`config.mk`:
```
export PLATFORM = sky130hd
export DESIGN_NAME = demux4_reg
export DESIGN_NICKNAME = d
export VERILOG_FILES = /design/src/rtl/demux4_reg.sv
export SDC_FILE = /design/constraint.sdc
export NUM_CORES = 1
export LEC_CHECK = 0
export CORE_UTILIZATION = 41
export CTS_BUF_LIST = sky130_fd_sc_hd__clkbuf_8 sky130_fd_sc_hd__clkbuf_16
export CTS_CLUSTER_DIAMETER = 40
export DETAILED_ROUTE_END_ITERATION = 10
export PLACE_DENSITY = 0.81
export SYNTH_ARGS = -nofsm -noshare
export SYNTH_HDL_FRONTEND = slang
export SYNTH_SLANG_ARGS = --single-unit
```
`constraint.sdc`:
```
create_clock -name clk -period 1.85 [get_ports clk]
set_input_delay 0.555 -clock clk [delete_from_list [all_inputs] [get_ports clk]]
set_output_delay 0.555 -clock clk [all_outputs]
set_load 0.02 [all_outputs]
```
`src/rtl/demux4_reg.sv`:
```
// demux4_reg: routes one input word to one of four registered output slots.
// Each slot is a one-deep holding register with its own valid/ready handshake,
// so a slot can drain and refill on the same edge without a bubble.
// Optional build macro DEMUX4_REG_STALL_CNT_EN adds a saturating 16-bit counter
// of cycles where the input was offered but blocked; without it stall_cnt is 0.
module demux4_reg #(
  parameter int WIDTH = 8
) (
  input  logic             clk,
  input  logic             rst_n,
  input  logic             in_valid,
  output logic             in_ready,
  input  logic [WIDTH-1:0] in_data,
  input  logic [1:0]       in_sel,
  output logic [3:0]       out_valid,
  input  logic [3:0]       out_ready,
  output logic [WIDTH-1:0] out_data0,
  output logic [WIDTH-1:0] out_data1,
  output logic [WIDTH-1:0] out_data2,
  output logic [WIDTH-1:0] out_data3,
  output logic [15:0]      stall_cnt
);

  typedef enum logic {
    EMPTY = 1'b0,
    FULL  = 1'b1
  } slot_state_t;

  slot_state_t      state_q [4];
  slot_state_t      state_d [4];
  logic [WIDTH-1:0] data_q  [4];
  logic [3:0]       load;

  // Slot valid bits are simply the slot states viewed as a vector
  always_comb begin
    out_valid = 4'b0000;
    for (int i = 0; i < 4; i++) begin
      out_valid[i] = (state_q[i] == FULL);
    end
  end

  // The selected slot can take a word if it is empty or being drained this cycle
  always_comb begin
    in_ready = !out_valid[in_sel] || out_ready[in_sel];
  end

  // Per-slot next-state logic; a drain with a simultaneous refill stays FULL
  always_comb begin
    load = 4'b0000;
    for (int i = 0; i < 4; i++) begin
      state_d[i] = state_q[i];
      load[i]    = in_valid && in_ready && (in_sel == 2'(i));
      case (state_q[i])
        EMPTY: begin
          if (load[i]) state_d[i] = FULL;
        end
        FULL: begin
          if (out_ready[i] && !load[i]) state_d[i] = EMPTY;
        end
        default: state_d[i] = EMPTY;
      endcase
    end
  end

  // Slot state and payload registers; payload only changes when a word is loaded
  always_ff @(posedge clk or negedge rst_n) begin
    if (!rst_n) begin
      for (int i = 0; i < 4; i++) begin
        state_q[i] <= EMPTY;
        data_q[i]  <= '0;
      end
    end else begin
      for (int i = 0; i < 4; i++) begin
        state_q[i] <= state_d[i];
        if (load[i]) data_q[i] <= in_data;
      end
    end
  end

  assign out_data0 = data_q[0];
  assign out_data1 = data_q[1];
  assign out_data2 = data_q[2];
  assign out_data3 = data_q[3];

`ifdef DEMUX4_REG_STALL_CNT_EN
  logic [15:0] stall_q;

  // Count offered-but-blocked input cycles, sticking at the maximum value
  always_ff @(posedge clk or negedge rst_n) begin
    if (!rst_n) begin
      stall_q <= 16'h0000;
    end else if (in_valid && !in_ready && (stall_q != 16'hFFFF)) begin
      stall_q <= stall_q + 16'd1;
    end
  end

  assign stall_cnt = stall_q;
`else
  assign stall_cnt = 16'h0000;
`endif

endmodule

```
* After elaboration in Yosys (flattened, before gate mapping) *
Index checks and enable logic that the tools add are counted.
W data, S select, Z words.

storage, ports and cells
  register bits = 36
  input bits = 17
  output and inout port bits = 53
  word-level logic and storage cells = 48

cells by class
  magnitude comparators = 1
  eq/ne operators = 3
  muxes and demuxes = 16
  bitwise operators = 4
  reductions and logical operators = 16

operator list
  cell                  count
  $mux W1               10
  $logic_and A1 B1 Y1   9
  $pmux W1 S2           4
  $logic_not A1 Y1      5
  $bmux W1 S2           2
  $eq A2 B2 Y1 const B  2
  $not A1 Y1            4
  $lt A2 B3 Y1 const B  1
  $eq A2 B1 Y1 const B  1
  $logic_not A2 Y1      1
  $logic_or A1 B1 Y1    1

* Logic depth before layout (Yosys ltp) *
Gate-level depths: netlist (run 1).

  depth in word-level cells = 10
  depth in mapped cells = 5
  mapped depth without buffers = 3

* Least setup slack after synthesis (run 1) *
OpenSTA, ideal clock, no wires.

  kind = input to output
  from = input in_sel[1]
  to = output in_ready
  arrival time = 1.291 ns
  setup slack = 0.004 ns
  stages on the path = 2
  path buffers = 1
  cell sequence = buf_2 > mux4_2

between the ends
  word-level cells in the longest chain between the ends = 4
  elaborated cells on any way between the ends = 6

RTL lines
  element                        RTL line  text
  start: declaration             14        input logic [1:0] in_sel,
  $bmux W1 S2                    44        in_ready = !out_valid[in_sel] || out_ready[in_sel];
  $mux W1 (not written as such)  44
  $logic_not A1 Y1               44
  $logic_or A1 B1 Y1 (*)         44
  end: declaration               12        output logic in_ready,

Every way passes the cells marked *; elsewhere a longest branch is shown, timed or not. The select of a mux whose other input is x is not followed.

* Worst setup path in the final report (run 1) *
  from = input out_ready[3]
  to = output in_ready

between the ends
  word-level cells in the longest chain between the ends = 3

RTL lines
  element                        RTL line  text
  start: declaration             16        input logic [3:0] out_ready,
  $bmux W1 S2                    44
  $mux W1 (not written as such)  44
  $logic_or A1 B1 Y1             44

Every way passes these cells. The select of a mux whose other input is x is not followed.

==> run summary, run 1 <==
Clock tree skew after final layout -> 0.00453 ns
Part of the total power dissipated in sequential elements -> 43.7%
Startpoint class of the critical path -> input port
Maximum fanout encountered on the critical timing path -> 2
Slack of the worst reg-to-reg path -> 0.33 ns
DRC violation count after routing -> 0
Die width -> 63.0 µm
Worst path arrival time -> 1.39 ns
Detailed-routing iteration count for the pre-antenna-repair pass -> 2
Global route total overflow -> 0
First-pass GRT wire length -> 5260 µm
Routability Congestion -> 0.732
Starting DRC count in detailed routing -> 12
Net switching power of the design -> 0.725 mW
Most common cell after layout, fill and taps aside -> clkdlybuf4s50_1
Fmax -> 0.515 GHz
Final routed wire length divided by cell count -> 14.6 µm
Final HPWL from detailed placement -> 2430 µm
Input/output buffers -> 53
Distinct cells, synth -> 14
Number of standard-cell rows in the floorplan -> 21
Number of warnings issued by yosys -> 0
Clock share of power -> 21.2%
Post-Syn Instances -> 105
Starting Density -> 44.3%
Buffers and inverters on the worst path -> 2
Total via count after detailed routing -> 1055
Synthesized area per cell -> 14.5 µm²
Peak per-stage delay on the critical path -> 0.47 ns
GRT Util Overall -> 17.9%
TritonCTS buffer count -> 5
Clock-pin transition on the worst setup and hold timing paths -> 0.06 ns
Root buf cell -> clkbuf_8
Area of the placeable core -> 3440 µm²
Share of the clock period used by the worst path after layout -> 105%
Proportion of layout cells with a drive suffix above 1 -> 39.8%
Slowest library cell on the worst path -> mux4_2
Total negative slack -> -0.0914 ns
Final hold slack -> 0.507 ns
Setup repair after global routing missed its margin -> true
Endpoint required time on the critical path -> 1.29 ns
Final critical-path setup slack -> -0.0914 ns
CP endpoint kind -> output pin
Post-route total power -> 2.35 mW
Pin count of the biggest net entering global routing -> 37
Cell family with most CP delay -> multiplexers
Ports -> 70
Failing checks -> negative setup slack
Comb power frac -> 35.1%
Cells traversed along the worst timing path -> buf_6 > nand2b_4 > mux4_2 > buf_6
Detail Route Antenna Nets -> 0
Die area -> 3970 µm²
NumNets Final -> 198
Total routed wirelength -> 3320 µm
Number of storage elements in the synthesis netlist -> 36
Cell area power density -> 1020 nW/µm²
Count of max-cap constraint violations -> 0
Number of antenna violations at the first check in global routing -> 0
Latest clock arrival within the worst-skew pair -> 0.28 ns
Vias in the first global route -> 1133
Time the final worst path needs with I/O delays and setup -> 1.94 ns
Post-synthesis sequential area ratio -> 59.1%
Leading cell types in the layout, fill and taps excluded -> clkdlybuf4s50_1, dfrtp_1, mux2_2
Number of vias per cell after detailed routing -> 4.65
Antenna diode instance count -> 0
Mapped cell area -> 1530 µm²
Total setup violations reported at the end of the flow -> 1
Die height -> 63.0 µm
Number of failing hold endpoints at the final stage -> 0
Internal Dissipation -> 1.63 mW
Final Max Slew Viols -> 0
Leakage dissipation -> 1.11 nW
Cell mode on critical path -> buf_6
Worst ir drop on vdd -> 0.816 mV
Clock H-tree levels -> 2
Result of the run -> finished with violations
Area overhead of the layout relative to synthesis -> 51.2%
Critical path class -> input port to output pin
Deepest clock path buffer count -> 2
Clock tree from TritonCTS -> built
Switching part of the total power -> 30.8%
Sink Count -> 36
Pre-CTS setup slack -> -0.827 ns
Worst Hold Class -> flop to flop
[cell families after synthesis]
family / Yosys count / synth area share, %
other: 1 / 0.246
AND/OR/NAND/NOR: 15 / 6.40
AO/OA/AOI/OAI: 1 / 0.328
flip-flops: 36 / 59.1
multiplexers: 33 / 25.1
buffers and inverters: 19 / 8.86
[cell usage after synthesis (all sizes together)]
cell	count	area [µm²]
nand3b	1	11.3
buf	19	135
nand3	1	5.00
mux2	32	360
nor3b	1	18.8
nor2b	2	12.5
o21ai	1	5.00
dfrtp	36	901
and3	1	6.26
mux4	1	22.5
conb	1	3.75
nand2b	4	25.0
nand2	5	18.8
[worst reg2reg max path: cells and delay by family (launching register included)]
family | cells | cell delay, ns
buf+inv | 3 | 0.37
flops | 1 | 0.42
mux | 1 | 0.34
simple gates | 2 | 0.27
[final cells by class]
type / instances / area (µm²)
clock buffers: 5 / 68.8
well taps: 46 / 57.6
clock inverters: 2 / 8.76
flip-flops and latches: 36 / 901
fillers: 275 / 1140
repair buffers: 73 / 694
multi-input cells: 65 / 576
[stage by stage]
step | std cells | cell area, µm² | util, %
after floorplan | 120 | 1580 | -
after global placement | 216 | 2170 | 63.0
after detailed placement | 216 | 2170 | 63.0
after CTS | 225 | 2280 | 66.2
after global routing | 227 | 2310 | 67.0
final | 227 | 2310 | 67.0
[registers in the layout, summed over array words and instances, names as in the netlist]
| name | flops |
|---|---|
| out_data0 | 8 |
| out_data1 | 8 |
| out_data2 | 8 |
| out_data3 | 8 |
| out_valid | 4 |
[power by group through the flow]
stage	sequential (mW)	combinational [mW]	clock, mW
after floorplan	1.22	0.220	0
after global placement	1.03	0.813	0
after detailed placement	1.04	0.826	0
after CTS	1.03	0.833	0.519
after global routing	1.05	0.868	0.547
final	1.03	0.826	0.499
[final timing paths]
kind                                           from                       end  cells after the start
setup / recovery                       out_ready[3]                  in_ready                      4
hold / removal             out_data0[4]$_DFFE_PN0P_  out_data0[4]$_DFFE_PN0P_                      1
setup reg to reg             out_valid[1]$_DFF_PN0_  out_data1[1]$_DFFE_PN0P_                      6
hold reg to reg            out_data0[4]$_DFFE_PN0P_  out_data0[4]$_DFFE_PN0P_                      1
max in group asynchronous                     rst_n    out_valid[3]$_DFF_PN0_                      2
min in group asynchronous                     rst_n  out_data1[7]$_DFFE_PN0P_                      2
[layer usage]
metal,vias to the layer above,share of wire [%],GRT usage [%]
met5,-,0,0
li1,477,-,-
met4,0,1.3,9.59
met2,49,52,30.2
met1,524,39,19.5
met3,5,7.3,6.39
[timing repair]
| action | CTS | global route |
|---|---|---|
| setup buffers | 2 | 2 |
| hold endpoints to repair | 0 | 0 |
| setup endpoints to repair | 4 | 6 |
| resized for setup | 33 | 6 |
| hold buffers | 0 | 0 |
Power figures use the tool's default switching activity.
==> inputs of run 2 (changes only) <==
Settings changed: CORE_UTILIZATION 41 to 31, PLACE_DENSITY 0.81 to 0.64.
==> run summary, run 2 (synthesis gave the netlist of run 1 again) <==
Result of the run -> finished with violations
Failing checks -> negative setup slack
Maximum fanout encountered on the critical timing path -> 2 (unchanged)
Pin count of the biggest net entering global routing -> 20 (-46%)
Number of vias per cell after detailed routing -> 4.25 (-8.6%)
Ports -> 70 (unchanged)
Die area -> 5200 µm² (+31%)
Total via count after detailed routing -> 1049 (-0.57%)
Number of standard-cell rows in the floorplan -> 25 (+19%)
Latest clock arrival within the worst-skew pair -> 0.28 ns (about the same)
Final routed wire length divided by cell count -> 14.5 µm (-1.2%)
Internal Dissipation -> 1.71 mW (+4.7%)
Time the final worst path needs with I/O delays and setup -> 1.95 ns (+0.0116 ns)
Leading cell types in the layout, fill and taps excluded -> dfrtp_1, mux2_2, clkdlybuf4s50_1
Detailed-routing iteration count for the pre-antenna-repair pass -> 4 (+2)
Net switching power of the design -> 0.732 mW (+1.1%)
Root buf cell -> clkbuf_8
TritonCTS buffer count -> 5 (unchanged)
GRT Util Overall -> 14.8% (-3.1 points)
DRC violation count after routing -> 0 (unchanged)
Worst path arrival time -> 1.40 ns (about the same)
Placed cell count -> 237 (+9.7%)
Clock H-tree levels -> 2 (unchanged)
Sink Count -> 36 (unchanged)
Number of antenna violations at the first check in global routing -> 0 (unchanged)
Number of failing hold endpoints at the final stage -> 0 (unchanged)
Final core utilization -> 50.4% (-17 points)
Final HPWL from detailed placement -> 2600 µm (+7.1%)
Startpoint class of the critical path -> input port
Comb power frac -> 33.9% (-1.2 points)
Share of the clock period used by the worst path after layout -> 106% (+0.63 points)
Post-Layout Cell Count -> 247 (+8.8%)
Final Max Slew Viols -> 0 (unchanged)
Fmax -> 0.512 GHz (-0.60%)
NumNets Final -> 197 (-0.51%)
Proportion of layout cells with a drive suffix above 1 -> 41.1% (+1.3 points)
Clock-pin transition on the worst setup and hold timing paths -> 0.07 ns (about the same)
Starting DRC count in detailed routing -> 28 (+16)
Clock tree from TritonCTS -> built
Area overhead of the layout relative to synthesis -> 56.2%
Design area -> 2380 µm² (+3.3%)
Vias in the first global route -> 1145 (+1.1%)
Count of max-cap constraint violations -> 0 (unchanged)
Total setup violations reported at the end of the flow -> 1 (unchanged)
Worst ir drop on vdd -> 0.549 mV (-33%)
Worst Hold Class -> input port to async pin
Starting Density -> 32.3% (-12 points)
Leakage dissipation -> 1.19 nW (+7.3%)
Critical path class -> input port to output pin
Routability Congestion -> 0.810 (+11%)
Global route total overflow -> 0 (unchanged)
Antenna diode instance count -> 0 (unchanged)
Switching part of the total power -> 30.0% (-0.75 points)
Most common cell after layout, fill and taps aside -> dfrtp_1
Cell area power density -> 1020 nW/µm² (+0.26%)
Part of the total power dissipated in sequential elements -> 42.1% (-1.6 points)
Area of the placeable core -> 4720 µm² (+37%)
Area post-placement -> 2210 µm² (+2.1%)
Post-route total power -> 2.44 mW (+3.6%)
Final critical-path setup slack -> -0.103 ns (-0.0116 ns)
Clock share of power -> 24.0% (+2.8 points)
Total routed wirelength -> 3570 µm (+7.5%)
First-pass GRT wire length -> 5580 µm (+6.2%)
Die width -> 72.1 µm (+15%)
Die height -> 72.1 µm (+15%)
Deepest clock path buffer count -> 2 (unchanged)
Setup repair after global routing missed its margin -> true
Detail Route Antenna Nets -> 0 (unchanged)
Input/output buffers -> 53 (unchanged)
Clock tree skew after final layout -> 0.00574 ns (+0.00121 ns)
Endpoint required time on the critical path -> 1.29 ns (about the same)
CP endpoint kind -> output pin
[run 2: cell count changes in the layout (fill, tap and decap cells not counted), moves of 2 or more]
cell / previous run / this run
clkdlybuf4s50_1: 38 / 29
dlymetal6s2s_1: 5 / 12
buf_4: 20 / 17
buf_12: 1 / 3
clkbuf_8: 5 / 7
[run 2: stage by stage]
stage / worst slack [ns] / hold WS [ns] / TNS (ns)
after global routing: -0.120 / 0.237 / -0.120
final: -0.103 / 0.223 / -0.103
after global placement: -0.826 / 0.488 / -8.70
after CTS: -0.100 / 0.222 / -0.100
after detailed placement: -0.833 / 0.497 / -8.99
after floorplan: 0.00357 / 0.259 / 0
[run 2: what timing repair did]
action | in CTS | in global routing
setup endpoints to repair | 9 | 19
resized for setup | 34 | 14
hold buffers | 0 | 0
pin swaps | 0 | 0
buffers inserted | 2 | 1
[run 2: final timing paths]
check / start / to / slack (ns) / depth (start not counted)
worst max-delay path: out_ready[3] / in_ready / -0.10 / 4
max in group asynchronous: rst_n / out_data2[1]$_DFFE_PN0P_ / 1.16 / 2
worst min-delay path: rst_n / out_data1[0]$_DFFE_PN0P_ / 0.22 / 1
worst min register to register: out_data0[5]$_DFFE_PN0P_ / out_data0[5]$_DFFE_PN0P_ / 0.50 / 1
worst max register to register: out_valid[1]$_DFF_PN0_ / out_data1[7]$_DFFE_PN0P_ / 0.34 / 6
min in group clk: out_data0[5]$_DFFE_PN0P_ / out_data0[5]$_DFFE_PN0P_ / 0.50 / 1
[run 2: layer usage]
layer | wire, µm | GRT usage (%)
met3 | 302 | 7.78
met4 | 0 | 3.27
met2 | 1850 | 25.5
met1 | 1420 | 16.0
met5 | 0 | 0
[run 2: area by class of cell]
| class | count | area, µm² |
|---|---|---|
| Clock buffer | 7 | 96.3 |
| Tap cell | 67 | 83.8 |
| Multi-Input combinational cell | 65 | 578 |
| Sequential cell | 36 | 901 |
| Fill cell | 407 | 2340 |
| Timing Repair Buffer | 72 | 723 |
[run 2: critical path, stage by stage]
cell and delay (ns):
buf_6 0.09, nand2b_4 0.13, mux4_2 0.47, buf_6 0.15
[run 2: power groups by stage]
stage / registers [mW] / logic [mW] / clock network (mW)
2_1_floorplan: 1.22 / 0.220 / 0
3_3_place_gp: 1.03 / 0.823 / 0
3_5_place_dp: 1.04 / 0.839 / 0
4_1_cts: 1.03 / 0.845 / 0.606
5_1_grt: 1.05 / 0.876 / 0.649
6_report: 1.03 / 0.828 / 0.585
==> inputs of run 3 (changes only) <==
Settings changed: GPL_ROUTABILITY_DRIVEN set to 0.
==> results of run 3 <==
No change in the layout: final DEF, timing and power equal those of run 2.
